[src/rtl/cdb_arbiter.sv]
// Common data bus arbiter: grants one functional unit per cycle onto a registered CDB stage.
// Define CDB_ROUND_ROBIN_EN for round-robin arbitration; otherwise the lowest index wins.
module cdb_arbiter #(
    parameter int NUM_REQ    = 3,
    parameter int RoB_WIDTH  = 3,
    parameter int DATA_WIDTH = 32
) (
    input  logic                          clk_in,
    input  logic                          rst_in,
    input  logic                          rdy_in,
    input  logic                          flush_in,
    input  logic [NUM_REQ-1:0]            req_valid,
    input  logic [NUM_REQ*RoB_WIDTH-1:0]  req_rob_id,
    input  logic [NUM_REQ*DATA_WIDTH-1:0] req_value,
    output logic [NUM_REQ-1:0]            req_ready,
    output logic                          cdb_valid,
    output logic [RoB_WIDTH-1:0]          cdb_rob_id,
    output logic [DATA_WIDTH-1:0]         cdb_value,
    output logic [1:0]                    cdb_src
);

    logic [1:0] last_grant;
    logic [1:0] win;
    logic       found;
    logic       grant_en;

`ifdef CDB_ROUND_ROBIN_EN
    always_comb begin
        int idx;
        win   = '0;
        found = 1'b0;
        idx   = 0;
        for (int k = 1; k <= NUM_REQ; k++) begin
            idx = (int'(last_grant) + k) % NUM_REQ;
            if (!found && req_valid[idx]) begin
                win   = 2'(idx);
                found = 1'b1;
            end
        end
    end
`else
    // Scan from the top so the lowest valid index is the last one written.
    always_comb begin
        win   = '0;
        found = 1'b0;
        for (int i = NUM_REQ - 1; i >= 0; i--) begin
            if (req_valid[i]) begin
                win   = 2'(i);
                found = 1'b1;
            end
        end
    end
`endif

    assign grant_en  = rdy_in && !rst_in && !flush_in && found;
    assign req_ready = grant_en ? ({{(NUM_REQ-1){1'b0}}, 1'b1} << win)
                                : '0;

    always_ff @(posedge clk_in) begin
        if (rst_in || flush_in) begin
            cdb_valid  <= 1'b0;
            cdb_rob_id <= '0;
            cdb_value  <= '0;
            cdb_src    <= '0;
            last_grant <= 2'(NUM_REQ - 1);
        end else if (rdy_in) begin
            cdb_valid <= found;
            if (found) begin
                cdb_rob_id <= req_rob_id[win*RoB_WIDTH +: RoB_WIDTH];
                cdb_value  <= req_value[win*DATA_WIDTH +: DATA_WIDTH];
                cdb_src    <= win;
                last_grant <= win;
            end
        end
    end

endmodule

[config.mk]
export PLATFORM = sky130hd
export DESIGN_NAME = cdb_arbiter
export DESIGN_NICKNAME = d
export VERILOG_FILES = /design/src/rtl/cdb_arbiter.sv
export SDC_FILE = /design/constraint.sdc
export NUM_CORES = 1
export LEC_CHECK = 0
export ABC_AREA = 1
export ABC_CLOCK_PERIOD_IN_PS = 800
export CORE_MARGIN = 2
export CORE_UTILIZATION = 55
export CTS_CLUSTER_DIAMETER = 50
export DETAILED_ROUTE_END_ITERATION = 12
export DONT_BUFFER_PORTS = 1
export PLACE_DENSITY = 0.74
export RECOVER_POWER = 50
export SLEW_MARGIN = 20
export SYNTH_ARGS = -nofsm -noshare
export SYNTH_HDL_FRONTEND = slang
export SYNTH_SLANG_ARGS = --single-unit
[constraint.sdc]
create_clock -name clk_in -period 0.8 [get_ports clk_in]
set_input_delay 0 -clock clk_in [delete_from_list [all_inputs] [get_ports clk_in]]
set_output_delay 0 -clock clk_in [all_outputs]
set_load 0.01 [all_outputs]
==> reports/metrics.csv, run 1 <==
stage;metric;value;unit
timing;fin crit share;93.7;%
clock_tree;CTS tree;yes;
cells_and_area;area of the multi-input gates;1220;um^2
synth;multiplexer area fraction after synthesis;0;%
die;Initial Utilization;57.2;%
power;Max IR drop VDD;1.03;mV
routing;post-route ant nets;0;
setup_path;worst setup path category;flip-flop to output pin;
synth;fraction of the mapped netlist area in simple logic gates;52.0;%
timing;worst rel slew slack;83.4;%
placed_design;placed instance area;2410;um^2
cells_and_area;most frequent cells in the layout;nand3_1, nand2_1, dlygate4sd3_1;
synth;share of the synthesized area in the top cell type;33.0;%
die;FP Rows;23;
global_routing;GRT Util Overall;34.5;%
synth;largest family of logic cells by synthesized area;simple AND/OR/NAND/NOR gates;
routing;final WL;8.44;mm
setup_path;Worst Path Required;0.80;ns
synth;register area share after synthesis;33.0;%
routing;DRC errors left;0;
placed_design;IO buf count;0;
setup_path;critical path startpoint category;flip-flop;
clock_tree;CTS root buffer;clkbuf_8;
clock_tree;Longest Clk Path Bufs;2;
setup_path;Critical Path Start;cdb_rob_id[1]$_SDFFE_PP0P_;
placed_design;dpl hpwl;4.50;mm
synth;cell area after synthesis;2300;um^2
setup_path;FF-to-FF path depth;2;
synth;Yosys warning count;0;
timing;Fin. Hold Viols;1;
synth;post-synth cell types;17;
clock_tree;CTS Sinks;38;
routing;initial drt markers;185;
clock_tree;Reg clk slew, reported paths;0.07;ns
synth;Gate Count Post-Synth;372;
worst_hold_path;HP Class;primary input to flip-flop;
setup_path;CP bufs+invs;1;
global_routing;vias in the first global route;2702;
cells_and_area;fin cells;504;
synth;Synth area leaders;dfxtp_1, nand3_1, nand2_1, inv_1, buf_6;
timing;WHS;-0.00313;ns
setup_path;R2R setup slack;0.15;ns
synth;Seq cells post-synth;38;
routing;TritonRoute pass-1 iters;5;
setup_path;CP Capture Point;cdb_rob_id[1];
setup_path;Critical Path Fanout Max;2;
clock_tree;CTS buffer count;5;
die;I/O pin count;153;
cells_and_area;fin util;82.2;%
global_routing;first-pass GRT wire length;12.2;mm
routing;vias after detailed routing;2956;
global_routing;gr ovfl total;0;
timing;Finish-stage setup viols;0;
status;failing checks;hold timing;
global_routing;largest net degree at the start of global routing;39;
placed_design;worst slack, placed;-0.0165;ns
status;run status;finished, violations left;
clock_tree;H-tree Lvls;2;
cells_and_area;Final Cell Area;3310;um^2
die;core box area;4030;um^2
timing;RSZ-0062 raised after global routing;false;
setup_path;CP cell instances;buf_4;
timing;Fmax achieved;1330;MHz
clock_tree;worst skew pair latency;0.28;ns
cells_and_area;Area growth syn-to-layout;43.8;%
setup_path;crit-path max cell delay;0.34;ns
setup_path;worst r2r src;cdb_value[26]$_SDFFE_PP0P_;
setup_path;Worst R2R End;cdb_value[26]$_SDFFE_PP0P_;
die;Die Footprint;4720;um^2
timing;worst setup margin;0.0501;ns
synth;XOR/XNOR share of the synthesized area;0;%
die;Die Wd;68.7;um
timing;skew final;0;ns
setup_path;CP max stage cell;dfxtp_2;
power;Static Leak;1.66;nW
cells_and_area;share of cells above drive strength 1;7.71;%
die;Die Span Y;68.7;um
routing;drt via density;5.87;
cells_and_area;# fillers;267;
setup_path;Crit path depth;1;
global_routing;initial antenna violation count;0;
flow_run;total of max-cap violations;0;
placed_design;dpl cells;415;
synth;post-synthesis net count;484;
power;Power Density;1280;nW/um^2
synth;leading area contributor after synthesis;dfxtp_1;
synth;post-synthesis adder-cell area fraction;0;%
timing;max-slew violations;0;
setup_path;Crit. End Element;output pin;
cells_and_area;n_diodes;0;
cells_and_area;nets;566;
setup_path;arrival time at the worst endpoint;0.75;ns
setup_path;critical path's top delay family;flip-flops;
routing;DR WL/cell;16.7;um
cells_and_area;most common cell after layout, fill and taps aside;nand3_1;
synth;Avg Synthesized Cell Area;6.20;um^2
timing;Slew @ Worst Pin;0.248;ns
placed_design;GP Congestion;0.791;
synth;post-synthesis compound-gate area fraction;0.434;%
cells_and_area;FF+latch area;763;um^2
timing;minimum clock period;0.750;ns
-- Yosys cell counts, drive strengths merged --
master / count
buf: 24
nand2: 112
o21ai: 2
dfxtp: 38
nand3b: 2
nor2: 7
nand3: 143
clkbuf: 4
inv: 40
-- layout make-up --
cell class / instances / area share [%]
Timing Repair Buffer: 103 / 31.5
Clock buffer: 7 / 2.30
Inverter: 40 / 4.53
Multi-Input combinational cell: 266 / 36.7
Sequential cell: 38 / 23.0
Tap cell: 50 / 1.89
-- routing by layer --
layer	share of wire (%)	track usage [%]	wire length [um]	up-vias
met5	0	0	0	-
met4	3.9	17.6	333	0
met3	9.5	9.90	798	38
met2	49	61.4	4180	214
met1	37	36.9	3130	1344
li1	-	-	-	1360
-- how the worst min path moves through the flow --
stage / to / from / slack, ns / depth (start not counted)
after floorplan: cdb_valid$_SDFFE_PP0P_ / rdy_in / 0.17 / 2
after global placement: cdb_valid$_SDFFE_PP0P_ / rdy_in / 0.18 / 2
after detailed placement: cdb_valid$_SDFFE_PP0P_ / rdy_in / 0.19 / 2
after CTS: cdb_value[30]$_SDFFE_PP0P_ / req_valid[1] / -0.01 / 4
after global routing: cdb_rob_id[1]$_SDFFE_PP0P_ / req_rob_id[4] / 0.009 / 4
final: cdb_value[20]$_SDFFE_PP0P_ / req_valid[1] / -0.003 / 4
-- timing repair --
item                                    in CTS  in global routing
hold buffers                                79                  3
setup buffers                                0                  0
endpoints found under the setup margin       0                  4
endpoints found under the hold margin       36                  1
gates resized for setup                      0                  3
-- worst register-to-register path: stages, from the launching register on --
cell and delay [ns]:
dfxtp_1 0.40, nand3_1 0.11, nand2_1 0.09
-- report_power, final --
part / internal, mW / switching, mW
logic: 0.518 / 0.478
registers: 1.96 / 0.0830
clock network: 0.600 / 0.608
-- cell families (layout without fill, tap and decap cells) --
| kind of cell | count (synthesis) | count (layout) |
|---|---|---|
| buffers and inverters | 68 | 150 |
| AOI/OAI and AO/OA | 2 | 2 |
| DFF | 38 | 38 |
| and+or+nand+nor | 264 | 264 |
-- state kept, by name, summed over array words and instances, names as in the netlist --
register    cells
cdb_src         2
cdb_valid       1
cdb_value      32
cdb_rob_id      3
-- through the flow --
step	total power [mW]	TNS, ns
2_1_floorplan	2.58	0
3_3_place_gp	2.71	0
3_5_place_dp	2.72	-0.129
4_1_cts	4.21	0
5_1_grt	4.46	0
6_report	4.25	0
Note: power is estimated with default switching activity, not from simulation.
==> inputs of run 2 (changes only) <==
--- a/config.mk
+++ b/config.mk
@@ -7,6 +7,7 @@
 export LEC_CHECK = 0
 export ABC_AREA = 1
 export ABC_CLOCK_PERIOD_IN_PS = 800
+export CORE_ASPECT_RATIO = 1.75
 export CORE_MARGIN = 2
 export CORE_UTILIZATION = 55
 export CTS_CLUSTER_DIAMETER = 50
==> run 2 against run 1 <==
  * The run still ends with hold timing left
  * Die area up 0.43%
  * Worst setup slack worse by 0.0093 ns
  * Clock skew unchanged
  * Flip-flop and latch count unchanged
  * Sequential share of layout area down 0.47 points
==> reports/metrics.csv, run 2 (same netlist as run 1, synthesis figures left out) <==
stage;metric;value;unit;change
status;run status;finished, violations left;;unchanged
status;failing checks;hold timing;;unchanged
timing;RSZ-0062 raised after global routing;false;;unchanged
clock_tree;CTS tree;yes;;unchanged
setup_path;Crit. End Element;flip-flop;;was output pin
timing;max-slew violations;0;;unchanged
setup_path;Worst Path Required;0.97;ns;was 0.80 ns
placed_design;IO buf count;0;;unchanged
cells_and_area;Largest Register;cdb_value;;unchanged
cells_and_area;Final Cell Area;3370;um^2;was 3310 um^2
cells_and_area;most common cell after layout, fill and taps aside;nand3_1;;unchanged
cells_and_area;FF+latch area;761;um^2;was 763 um^2
setup_path;crit-path max cell delay;0.53;ns;was 0.34 ns
die;Die Footprint;4740;um^2;was 4720 um^2
routing;final WL;8.66;mm;was 8.44 mm
clock_tree;CTS root buffer;clkbuf_8;;unchanged
setup_path;CP cell instances;dlygate4sd3_1 -> nand3_1 -> nand3_1 -> nand3_1 -> nand2_1;;was buf_4
die;Initial Utilization;56.6;%;was 57.2%
cells_and_area;# fillers;258;;was 267
clock_tree;worst skew pair latency;0.27;ns;was 0.28 ns
timing;WHS;-0.00185;ns;was -0.00313 ns
setup_path;CP bufs+invs;1;;unchanged
clock_tree;Reg clk slew, reported paths;0.07;ns;about the same
timing;Fin. Hold Viols;3;;was 1
setup_path;CP max stage cell;dlygate4sd3_1;;was dfxtp_2
clock_tree;CTS buffer count;5;;unchanged
timing;Fmax achieved;1320;MHz;was 1330 MHz
routing;initial drt markers;111;;was 185
cells_and_area;n_diodes;0;;unchanged
setup_path;most used cell, CP;nand3_1;;
routing;DR WL/cell;17.1;um;was 16.7 um
power;Max IR drop VDD;1.29;mV;was 1.03 mV
timing;fin crit share;94.9;%;was 93.7%
die;Die Span Y;89.6;um;was 68.7 um
timing;worst rel slew slack;80.5;%;was 83.4%
global_routing;GRT Util Overall;37.0;%;was 34.5%
cells_and_area;Area growth syn-to-layout;46.3;%;was 43.8%
cells_and_area;top flop regs;cdb_value x32, cdb_rob_id x3, cdb_src x2;;unchanged
clock_tree;CTS Sinks;38;;unchanged
placed_design;placed instance area;2430;um^2;was 2410 um^2
global_routing;largest net degree at the start of global routing;39;;unchanged
setup_path;Critical Path Fanout Max;1;;was 2
cells_and_area;number of flip-flops in the largest register;32;;unchanged
setup_path;critical path startpoint category;primary input;;was flip-flop
flow_run;total of max-cap violations;0;;unchanged
timing;skew final;0;ns;unchanged
power;Static Leak;1.68;nW;was 1.66 nW
timing;Slew @ Worst Pin;0.293;ns;was 0.248 ns
timing;worst setup margin;0.0408;ns;was 0.0501 ns
placed_design;dpl hpwl;4.50;mm;about the same
cells_and_area;nets;569;;was 566
timing;minimum clock period;0.759;ns;was 0.750 ns
clock_tree;Longest Clk Path Bufs;2;;unchanged
clock_tree;H-tree Lvls;2;;unchanged
die;FP Rows;31;;was 23
worst_hold_path;HP Class;primary input to flip-flop;;unchanged
placed_design;worst slack, placed;-0.0236;ns;was -0.0165 ns
routing;drt via density;5.91;;was 5.87
routing;vias after detailed routing;2986;;was 2956
die;I/O pin count;153;;unchanged
setup_path;critical path's top delay family;buffers and inverters;;was flip-flops
global_routing;vias in the first global route;2953;;was 2702
power;Power Density;1290;nW/um^2;was 1280 nW/um^2
cells_and_area;most frequent cells in the layout;nand3_1, nand2_1, dlygate4sd3_1;;unchanged
global_routing;gr ovfl total;0;;unchanged
routing;DRC errors left;0;;unchanged
placed_design;dpl cells;414;;was 415
setup_path;worst setup path category;primary input to flip-flop;;was flip-flop to output pin
die;core box area;4070;um^2;was 4030 um^2
setup_path;arrival time at the worst endpoint;0.93;ns;was 0.75 ns
global_routing;initial antenna violation count;0;;unchanged
global_routing;first-pass GRT wire length;13.3;mm;was 12.2 mm
routing;post-route ant nets;0;;unchanged
timing;Finish-stage setup viols;0;;unchanged
cells_and_area;share of cells above drive strength 1;7.46;%;was 7.71%
die;Die Wd;52.9;um;was 68.7 um
routing;TritonRoute pass-1 iters;5;;unchanged
cells_and_area;area of the multi-input gates;1220;um^2;unchanged
cells_and_area;fin cells;505;;was 504
placed_design;GP Congestion;0.802;;was 0.791
run 2: changes by cell type in the layout (fill, tap and decap cells not counted), sizes merged:
cell,change
dlygate4sd3,+3
clkbuf,-1
run 2: timing repair:
item	CTS	global route
endpoints found under the hold margin	36	0
setup endpoints to repair	0	2
gates resized for setup	0	1
hold buffers	85	0
buffers inserted	0	0
run 2: stage by stage:
step           power (mW)  util [%]  hold WS [ns]  setup TNS (ns)
2_1_floorplan        2.58         -         0.172               0
3_3_place_gp         2.72      59.8         0.178         -0.0181
3_5_place_dp         2.74      59.8         0.180          -0.303
4_1_cts              4.32      82.7       -0.0163               0
5_1_grt              4.57      82.8       0.00603               0
6_report             4.35      82.8      -0.00185               0
run 2: worst min-delay path: stages:
cell	delay, ns
nand3_1	0.06
nand3_1	0.08
nand3_1	0.06
nand2_1	0.06
run 2: worst paths after layout:
| path | slack [ns] | end | start | depth (start not counted) |
|---|---|---|---|---|
| max | 0.04 | cdb_value[6]$_SDFFE_PP0P_ | req_value[38] | 5 |
| min | -0.002 | cdb_value[21]$_SDFFE_PP0P_ | req_value[53] | 4 |
| max reg2reg | 0.13 | cdb_value[6]$_SDFFE_PP0P_ | cdb_value[6]$_SDFFE_PP0P_ | 2 |
| min reg2reg | 0.48 | cdb_value[30]$_SDFFE_PP0P_ | cdb_value[30]$_SDFFE_PP0P_ | 2 |
run 2: per-layer routing:
layer / wire, um / track usage, % / up-vias / share of wire, %
met5: 0 / 0 / - / 0
met4: 413 / 20.5 / 0 / 4.8
met3: 945 / 13.1 / 46 / 11
met2: 4520 / 64.4 / 260 / 52
met1: 2770 / 37.5 / 1313 / 32
li1: - / - / 1367 / -
run 2: layout make-up:
cell class                      instances  share of cell area (%)
Timing Repair Buffer                  106                    32.6
Clock buffer                            6                    2.45
Multi-Input combinational cell        266                    36.1
Tap cell                               49                    1.82
Sequential cell                        38                    22.6
Inverter                               40                    4.45
run 2: power breakdown:
| group | leakage [nW] | internal (mW) | switching, mW |
|---|---|---|---|
| registers | 0.309 | 1.96 | 0.0821 |
| logic | 1.33 | 0.539 | 0.493 |
| clock network | 0.0431 | 0.664 | 0.609 |
| total | 1.68 | 3.17 | 1.18 |
